`src/rtl/board_pkg.sv`:
```
// Board-level ROM region table and shared types for the region uploader.
// Region geometry lives here only; the uploader has no parameters of its own.
package board_pkg;

    typedef struct packed {
        logic [24:0] base_addr;
        logic        reorder_64;
        logic [4:0]  bram_cs;
        logic [23:0] size;
    } upload_region_t;

    localparam int NUM_UPLOAD_REGIONS = 5;
    localparam int IDX_W              = $clog2(NUM_UPLOAD_REGIONS + 1);

    localparam logic [IDX_W-1:0] LAST_IDX = IDX_W'(NUM_UPLOAD_REGIONS - 1);
    localparam logic [IDX_W-1:0] IDX_ONE  = IDX_W'(1);

    // Regions with a nonzero bram_cs or zero size are never streamed.
    localparam upload_region_t [0:NUM_UPLOAD_REGIONS-1] UPLOAD_REGIONS = '{
        '{base_addr: 25'h0000100, reorder_64: 1'b0, bram_cs: 5'd0, size: 24'd4},
        '{base_addr: 25'h0001000, reorder_64: 1'b0, bram_cs: 5'd1, size: 24'd16},
        '{base_addr: 25'h0002000, reorder_64: 1'b0, bram_cs: 5'd0, size: 24'd0},
        '{base_addr: 25'h0000200, reorder_64: 1'b0, bram_cs: 5'd0, size: 24'd3},
        '{base_addr: 25'h0010000, reorder_64: 1'b1, bram_cs: 5'd0, size: 24'd128}
    };

    typedef enum logic [3:0] {
        ST_IDLE,
        ST_CFG,
        ST_REG_SEL,
        ST_HDR,
        ST_FETCH,
        ST_WAIT_RDY,
        ST_EMIT_LO,
        ST_EMIT_HI,
        ST_TERM,
        ST_DONE
    } upl_state_e;

endpackage

```
`src/rtl/rom_region_uploader_if.sv`:
```
// Byte-stream output and SDR read-port signals of the ROM region uploader.
interface rom_region_uploader_if;
    logic        data_wait;
    logic        data_strobe;
    logic [7:0]  data;
    logic [24:0] sdr_addr;
    logic        sdr_req;
    logic        sdr_rdy;
    logic [15:0] sdr_dout;

    modport master (
        input  data_wait, sdr_rdy, sdr_dout,
        output data_strobe, data, sdr_addr, sdr_req
    );

    modport slave (
        output data_wait, sdr_rdy, sdr_dout,
        input  data_strobe, data, sdr_addr, sdr_req
    );
endinterface

```
`src/rtl/rom_addr_map.sv`:
```
// Byte-offset remap for ROM regions; also usable by the ROM loader path.
module rom_addr_map (
    input  logic [24:0] offset_i,
    input  logic        reorder_64_i,
    output logic [24:0] mapped_o
);
    // Reordered layout moves offset bit 6 down to bit 2 and shifts bits 5:2 up by one.
    assign mapped_o = reorder_64_i ? {offset_i[24:7], offset_i[5:2], offset_i[6], offset_i[1:0]}
                                   : offset_i;
endmodule

```
`src/rtl/rom_region_uploader.sv`:
```
// Streams the board config byte, each uploadable ROM region (index, size, data)
// read from SDRAM, and a four-byte zero terminator to a back-pressured consumer.
module rom_region_uploader
    import board_pkg::*;
(
    input  logic                  clk,
    input  logic                  reset_n,
    input  logic                  start,
    input  logic [7:0]            board_cfg_byte,
    output logic                  busy,
    rom_region_uploader_if.master bus
);

    upl_state_e        state_q, state_d;
    logic [7:0]        cfg_q, cfg_d;
    logic [IDX_W-1:0]  idx_q, idx_d;
    logic [1:0]        cnt_q, cnt_d;
    logic [23:0]       rem_q, rem_d;
    logic [24:0]       off_q, off_d;
    logic [24:0]       base_q, base_d;
    logic              reorder_q, reorder_d;
    logic [15:0]       word_q, word_d;
    logic [7:0]        data_q, data_d;
    logic              pend_q, pend_d;
    logic              req_q, req_d;
    logic [24:0]       addr_q, addr_d;

    upload_region_t    region;
    logic              past_last;
    logic              uploadable;
    logic              strobe;
    logic              slot_free;
    logic              load;
    logic [7:0]        load_byte;
    logic [24:0]       mapped;

    rom_addr_map u_addr_map (
        .offset_i     (off_q),
        .reorder_64_i (reorder_q),
        .mapped_o     (mapped)
    );

    assign past_last  = idx_q > LAST_IDX;
    assign region     = past_last ? upload_region_t'(0) : UPLOAD_REGIONS[idx_q];
    assign uploadable = (region.bram_cs == 5'd0) && (region.size != 24'd0);

    // A loaded byte waits in data_q until the consumer is ready; a new byte is
    // only loaded once the slot is empty, so strobes can never be back to back.
    assign strobe     = pend_q & ~bus.data_wait;
    assign slot_free  = ~pend_q;

    assign bus.data_strobe = strobe;
    assign bus.data        = data_q;
    assign bus.sdr_req     = req_q;
    assign bus.sdr_addr    = addr_q;
    assign busy            = (state_q != ST_IDLE);

    always_ff @(posedge clk or negedge reset_n) begin
        if (!reset_n) begin
            state_q <= ST_IDLE;
        end else begin
            state_q <= state_d;
        end
    end

    always_comb begin
        state_d = state_q;
        case (state_q)
            ST_IDLE:     if (start) state_d = ST_CFG;
            ST_CFG:      if (slot_free) state_d = ST_REG_SEL;
            ST_REG_SEL: begin
                if (past_last) begin
                    state_d = ST_TERM;
                end else if (uploadable) begin
                    state_d = ST_HDR;
                end
            end
            ST_HDR:      if (slot_free && cnt_q == 2'd3) state_d = ST_FETCH;
            ST_FETCH:    state_d = ST_WAIT_RDY;
            ST_WAIT_RDY: if (bus.sdr_rdy) state_d = ST_EMIT_LO;
            ST_EMIT_LO:  if (slot_free) state_d = (rem_q == 24'd1) ? ST_REG_SEL : ST_EMIT_HI;
            ST_EMIT_HI:  if (slot_free) state_d = (rem_q == 24'd1) ? ST_REG_SEL : ST_FETCH;
            ST_TERM:     if (slot_free && cnt_q == 2'd3) state_d = ST_DONE;
            ST_DONE:     if (strobe) state_d = ST_IDLE;
            default:     state_d = ST_IDLE;
        endcase
    end

    always_comb begin
        cfg_d     = cfg_q;
        idx_d     = idx_q;
        cnt_d     = cnt_q;
        rem_d     = rem_q;
        off_d     = off_q;
        base_d    = base_q;
        reorder_d = reorder_q;
        word_d    = word_q;
        req_d     = req_q;
        addr_d    = addr_q;
        load      = 1'b0;
        load_byte = 8'h00;

        case (state_q)
            ST_IDLE: begin
                if (start) begin
                    cfg_d = board_cfg_byte;
                    idx_d = '0;
                end
            end
            ST_CFG: begin
                load      = slot_free;
                load_byte = cfg_q;
            end
            ST_REG_SEL: begin
                cnt_d = 2'd0;
                if (!past_last) begin
                    if (uploadable) begin
                        rem_d     = region.size;
                        off_d     = '0;
                        base_d    = region.base_addr;
                        reorder_d = region.reorder_64;
                    end else begin
                        idx_d = idx_q + IDX_ONE;
                    end
                end
            end
            ST_HDR: begin
                load = slot_free;
                case (cnt_q)
                    2'd0:    load_byte = 8'(idx_q);
                    2'd1:    load_byte = rem_q[23:16];
                    2'd2:    load_byte = rem_q[15:8];
                    default: load_byte = rem_q[7:0];
                endcase
                if (slot_free) cnt_d = cnt_q + 2'd1;
            end
            ST_FETCH: begin
                req_d  = 1'b1;
                addr_d = base_q + mapped;
            end
            ST_WAIT_RDY: begin
                if (bus.sdr_rdy) begin
                    word_d = bus.sdr_dout;
                    req_d  = 1'b0;
                end
            end
            ST_EMIT_LO, ST_EMIT_HI: begin
                load      = slot_free;
                load_byte = (state_q == ST_EMIT_HI) ? word_q[15:8] : word_q[7:0];
                if (slot_free) begin
                    off_d = off_q + 25'd1;
                    rem_d = rem_q - 24'd1;
                    if (rem_q == 24'd1) idx_d = idx_q + IDX_ONE;
                end
            end
            ST_TERM: begin
                load      = slot_free;
                load_byte = 8'h00;
                if (slot_free) cnt_d = cnt_q + 2'd1;
            end
            default: ;
        endcase

        data_d = load ? load_byte : data_q;
        pend_d = load | (pend_q & ~strobe);
    end

    always_ff @(posedge clk or negedge reset_n) begin
        if (!reset_n) begin
            cfg_q     <= '0;
            idx_q     <= '0;
            cnt_q     <= '0;
            rem_q     <= '0;
            off_q     <= '0;
            base_q    <= '0;
            reorder_q <= 1'b0;
            word_q    <= '0;
            data_q    <= '0;
            pend_q    <= 1'b0;
            req_q     <= 1'b0;
            addr_q    <= '0;
        end else begin
            cfg_q     <= cfg_d;
            idx_q     <= idx_d;
            cnt_q     <= cnt_d;
            rem_q     <= rem_d;
            off_q     <= off_d;
            base_q    <= base_d;
            reorder_q <= reorder_d;
            word_q    <= word_d;
            data_q    <= data_d;
            pend_q    <= pend_d;
            req_q     <= req_d;
            addr_q    <= addr_d;
        end
    end

endmodule

```
`src/flat_wrapper.sv`:
```
// flat-port wrapper written by rule: the top's interface ports become plain ports
module rom_region_uploader_flat import board_pkg::*;
  (clk, reset_n, start, board_cfg_byte, busy, bus_data_wait, bus_sdr_rdy, bus_sdr_dout, bus_data_strobe, bus_data, bus_sdr_addr, bus_sdr_req);
  rom_region_uploader_if bus_i ();
  input  logic clk;
  input  logic reset_n;
  input  logic start;
  input  logic [7:0] board_cfg_byte;
  output logic busy;
  input wire logic [$bits(bus_i.data_wait)-1:0] bus_data_wait;
  input wire logic [$bits(bus_i.sdr_rdy)-1:0] bus_sdr_rdy;
  input wire logic [$bits(bus_i.sdr_dout)-1:0] bus_sdr_dout;
  output wire logic [$bits(bus_i.data_strobe)-1:0] bus_data_strobe;
  output wire logic [$bits(bus_i.data)-1:0] bus_data;
  output wire logic [$bits(bus_i.sdr_addr)-1:0] bus_sdr_addr;
  output wire logic [$bits(bus_i.sdr_req)-1:0] bus_sdr_req;
  assign bus_i.data_wait = bus_data_wait;
  assign bus_i.sdr_rdy = bus_sdr_rdy;
  assign bus_i.sdr_dout = bus_sdr_dout;
  assign bus_data_strobe = bus_i.data_strobe;
  assign bus_data = bus_i.data;
  assign bus_sdr_addr = bus_i.sdr_addr;
  assign bus_sdr_req = bus_i.sdr_req;
  rom_region_uploader u_core (.clk(clk), .reset_n(reset_n), .start(start), .board_cfg_byte(board_cfg_byte), .busy(busy), .bus(bus_i));
endmodule
```
`config.mk`:
```
export PLATFORM = sky130hd
export DESIGN_NAME = rom_region_uploader_flat
export DESIGN_NICKNAME = d
export VERILOG_FILES = /design/src/rtl/board_pkg.sv /design/src/rtl/rom_region_uploader_if.sv /design/src/rtl/rom_addr_map.sv /design/src/rtl/rom_region_uploader.sv /design/src/flat_wrapper.sv
export SDC_FILE = /design/constraint.sdc
export NUM_CORES = 1
export LEC_CHECK = 0
export BUFFER_PORTS_ARGS = -buffer_cell sky130_fd_sc_hd__buf_2
export CORE_UTILIZATION = 60
export DETAILED_ROUTE_END_ITERATION = 7
export PLACE_DENSITY = 0.92
export RECOVER_POWER = 25
export SLEW_MARGIN = 20
export SYNTH_ARGS = -nofsm -noshare
export SYNTH_HDL_FRONTEND = slang
export SYNTH_SLANG_ARGS = --single-unit
```
`constraint.sdc`:
```
create_clock -name clk -period 6.1 [get_ports clk]
set_clock_uncertainty 0.15 [all_clocks]
set_input_delay 0.915 -clock clk [delete_from_list [all_inputs] [get_ports clk]]
set_output_delay 0.915 -clock clk [all_outputs]
set_load 0.05 [all_outputs]
```
## Word level (Yosys, flattened, before mapping)

Memories as Yosys holds them, arrays and structs flattened.
Cells that the tools add are included.

| cells by class | value |
|---|---|
| add/sub/neg operators | 5 |
| $lt $le $gt $ge | 2 |
| equality and inequality tests | 28 |
| mux-type cells | 39 |
| bitwise gates (word level) | 8 |
| reductions and logical operators | 22 |

Operator list:

| kind | number |
|---|---|
| 2-to-1 mux 55 bit | 3 |
| 2-to-1 mux 25 bit | 3 |
| 2-to-1 mux 24 bit | 3 |
| case mux 25 bit (2 select lines) | 1 |
| case mux 24 bit (2 select lines) | 1 |
| case mux 8 bit (3 select lines) | 2 |
| 2-to-1 mux 4 bit | 10 |
| case mux 4 bit (10 select lines) | 1 |
| adder 25 x 1 -> 25 bit, second input constant | 1 |
| adder 25 bit | 1 |
| equality test 24 x 1 -> 1 bit, second input constant | 1 |
| nonzero test 24 bit | 1 |
| subtractor 24 x 1 -> 24 bit, second input constant | 1 |
| 2-to-1 mux 3 bit | 7 |
| != test 2 bit, second input constant | 9 |
| equality test 4 x 3 -> 1 bit, second input constant | 4 |
| != test 2 x 1 -> 1 bit, second input constant | 5 |
| case mux 3 bit (3 select lines) | 1 |
| AND reduction 9 bit | 1 |
| equality test 4 x 2 -> 1 bit, second input constant | 2 |
| equality test 4 bit, second input constant | 2 |
| 2-to-1 mux 8 bit | 1 |
| AND reduction 2 bit | 4 |
| 2-to-1 mux 7 bit | 1 |
| 28 further kinds | 38 |

| word-level totals | value |
|---|---|
| flip-flop bits (word level) | 143 |
| ROM bits | 440 |
| input bits | 29 |
| output and inout port bits | 36 |
| logic and storage cells | 118 |
| memories kept | 1 |

Memory list:

| name | depth | width | rd ports | clocked after Yosys merged registers in | write ports | RTL line | source |
|---|---|---|---|---|---|---|---|
| (no name shown) | 8 | 55 | 1 | 0 | 0 | rom_region_uploader.sv:44 | `assign region = past_last ? upload_region_t'(0) : UPLOAD_REGIONS[idx_q];` |

## Longest topological paths before layout

| depth | value |
|---|---|
| word-level depth | 10 |
| gate-level depth with buffers | 9 |
| gate-level depth less buffers | 8 |

## Modules after synthesis

From an unflattened synthesis, not the netlist that was laid out.

| second synthesis, totals | value |
|---|---|
| cells, all modules | 679 |
| area total of the unflattened synthesis | 6670.1 µm² |

By module, submodules not included:

| module | times used | cells an instance | area each (µm²) | seq. area each (µm²) |
|---|---|---|---|---|
| rom_region_uploader | 1 | 654 | 6463.7 | 3052.9 |
| rom_addr_map | 1 | 25 | 206.4 | 0.0 |

## Worst setup path before layout

OpenSTA, ideal clock, no wires.

| timing path | value |
|---|---|
| kind | input port to flip-flop |
| start | input port bus_data_wait |
| end | register u_core.state_q[2] |
| setup time | 0.126 ns |
| arrival time | 2.561 ns |
| data required time | 5.824 ns |
| path slack | 3.263 ns |
| stages on the path | 5 |
| path buffers | 0 |
| cells stage by stage | nor2b_1 -> nor4_1 -> a311oi_1 -> o21ai_0 -> a221o_1 |

| on the way | value |
|---|---|
| cells in the longest elaborated chain, start to end | 4 |

RTL lines:

| what | RTL line | source |
|---|---|---|
| from (decl) | flat_wrapper.sv:10 | `input wire logic [$bits(bus_i.data_wait)-1:0] bus_data_wait;` |
| NOT 1 bit | rom_region_uploader.sv:49 | `assign strobe = pend_q & ~bus.data_wait;` |
| bitwise AND 1 bit | rom_region_uploader.sv:49 |  |
| != test 2 x 1 -> 1 bit (no line) | n/a |  |
| AND reduction 9 bit (no line) | n/a |  |
| to (signal assigned) | rom_region_uploader.sv:62 | `state_q <= state_d;` |
| to (decl) | rom_region_uploader.sv:14 | `upl_state_e state_q, state_d;` |

Every way passes these cells.
A chain may end at the register's enable or synchronous reset.

==> results.cfg <==
[floorplanning]
core_sq_um = 10500
ios = 65
fp.dieArea_sq_um = 11500
rows = 37
die-width_um = 107
dieHeight_um = 107
start_util_pct = 63.0

[drt]
vias = 5948
routed_wl_um = 17600
dr.pass1.iters = 8
wl_per_cell_um = 19.7
viasPerCell = 6.65
drc = 2
drt-initial-drc-count = 681
detail-route-antenna-nets = 0

[synth]
synth_area_leaders = dfrtp_1, nand2_1, mux2_2
avgSynthCellArea_sq_um = 9.49
synth_edf_count = 0
synthFlopType = dfrtp_1
synth_async_sr_flop_share_pct = 100
ys_seq_area_share_pct = 46.1
synth_top_area_share_pct = 46.1
synth_most_common_cell = dfrtp_1
syn-num-nets = 745
synth_cell_type_count = 66
syn_area_sq_um = 6620
synthCells = 697
synth.top_cells.by_count = dfrtp_1, nand2_1, o21ai_0
yosysWarnings = 0
synth-seq-cells = 122
synth_area_leader_cell = dfrtp_1

[worst_hold_path]
worstHoldPathType = flip-flop to flip-flop

[pwr]
power_density_nw_per_um2 = 485
ir_worst_vdd_v = 0.000414
power_leakage_nw = 3.37

[global_routing]
grt_pass1_wl_um = 28200
antenna_found_initial = 0
grt_use_total_pct = 31.9
grt_overflow_total = 0
grt_pass1_vias = 5801
grt_max_degree = 64

[finish]
final.fill_count = 661
final_net_count = 795
design_area_sq_um = 7590
drive_gt1_share_pct = 17.9
area_growth_pct = 14.8
multiInputGateArea_sq_um = 3320
antenna_cells = 0
seqCellArea_sq_um = 3050

[clocking]
cts_root_buf = clkbuf_8
clk_pin_slew_ps = 60
cts_buffers = 17
cts_max_path_buffers = 2
postCtsHoldBufs = 0
post_cts_resize_count = 0
post_cts_buffers = 0
cts_tree = yes
cts-htree-levels = 4
numClockSinks = 122
worstSkewPairLatency_ps = 530

[worst_setup_path]
critical_path_class = input port to asynchronous set/reset pin
critPathMaxStageDelay_ps = 2300
critPathRequiredTime_ps = 6530
crit_fanout = 63
endpoint_kind = asynchronous set/reset pin
crit_family = buffers and inverters
worstPathCellList = clkbuf_1, buf_4
worst_ep_arrival_time_ps = 4180
cp-start-kind = input port
cp_num_buf_inv = 2
crit_slowest_cell = clkbuf_1

[job]
maxCapViolCount = 1

[placed_design]
place_congestion = 0.929
io_buffers = 64
placed_area_sq_um = 6990
hpwl_um = 11200

[timing]
report.final.slew_viol_count = 64
fin_setup_tns_ps = 0
maxSlewHeadroom_pct = -121
fin_crit_sh_pct = 61.5
max_freq_ghz = 0.267
setup_violations = 0
tightest_slew_ps = 3310
finalHoldViolCount = 0
rsz0062_at_grt = no
period_minus_slack_ps = 3750

[outcome]
violations = DRC, capacitance limit, slew limit
status = complete, but fails checks
==> per-stage QoR <==
step	instances	total power, mW	hold WS [ps]	setup slack [ps]	util, %
final	895	3.68	331	2350	72.3
after CTS	895	3.64	337	2870	72.3
after floorplan	697	2.21	308	3260	-
after detailed placement	864	2.55	317	2930	66.5
after global placement	864	2.47	307	3090	66.5
after global routing	895	3.83	353	1620	72.3
==> final timing paths <==
| path | startpoint | end | depth (start not counted) | slack (ps) |
|---|---|---|---|---|
| setup / recovery | reset_n | u_core.bus.data[0] | 2 | 2350 |
| hold / removal | u_core.bus.sdr_addr[8] | u_core.bus.sdr_addr[8] | 2 | 330 |
| setup reg to reg | u_core.state_q[0] | u_core.rem_q[12] | 6 | 2730 |
| hold reg to reg | u_core.bus.sdr_addr[8] | u_core.bus.sdr_addr[8] | 2 | 330 |
| max in group clk | u_core.state_q[0] | u_core.rem_q[12] | 6 | 2730 |
| min in group asynchronous | reset_n | u_core.bus.sdr_addr[4] | 1 | 1340 |
==> registers in the layout (all words and copies together) (netlist names) <==
signal / count
u_core.cfg_q: 8
u_core.state_q: 4
u_core.idx_q: 3
u_core.rem_q: 24
u_core.word_q: 16
u_core.bus.sdr_addr: 25
u_core.off_q: 25
u_core.bus.data: 8
u_core.base_q: 5
u_core.pend_q: 1
u_core.bus.sdr_req: 1
u_core.cnt_q: 2
==> report_power, final <==
part | total (mW) | leakage (nW) | internal (mW) | switching (mW)
sequential | 1.36 | 1.59 | 1.05 | 0.310
combinational | 1.26 | 1.49 | 0.456 | 0.805
clock | 1.06 | 0.296 | 0.666 | 0.393
==> layer usage <==
layer / vias to the layer above / track usage, % / share of wire [%]
met5: - / 0 / 0
met4: 0 / 17.6 / 5.5
met3: 115 / 7.96 / 8.7
met2: 412 / 53.2 / 49
met1: 2806 / 37.8 / 37
li1: 2615 / - / -
==> tightest hold or removal path: stages (launching register included) <==
cell and delay, ps:
dfrtp_1 340, nand2_1 50, nand2_1 60
==> layout by cell type, fill, tap and decap left out, types with 13 or more instances in the layout <==
cell type  Yosys  final
dfrtp_1      122    122
nand2_1       88     88
buf_2          3     63
o21ai_0       57     57
nor2_1        50     50
a21oi_1       31     31
mux2_2        28     28
xnor2_1       27     27
nor4_1        25     25
inv_1         22     22
nand3_1       20     20
ha_1          18     18
clkbuf_16      0     16
nand4_1       15     15
or3_1         14     14
mux2i_1       13     13
==> area by class of cell <==
| class | instances | area share [%] |
|---|---|---|
| Tap cell | 136 | 2.24 |
| Clock buffer | 18 | 5.50 |
| Sequential cell | 122 | 40.2 |
| Clock inverter | 13 | 2.50 |
| Inverter | 22 | 1.09 |
| Timing Repair Buffer | 69 | 4.70 |
| Multi-Input combinational cell | 515 | 43.8 |
==> cells by family after synthesis <==
logic type      synth area share, %
mux                            6.73
fa+ha+maj                      3.71
flops                          46.1
simple gates                   20.8
buf+inv                        3.63
compound gates                 14.3
xor+xnor                       4.76
Power figures use the tool's default switching activity.
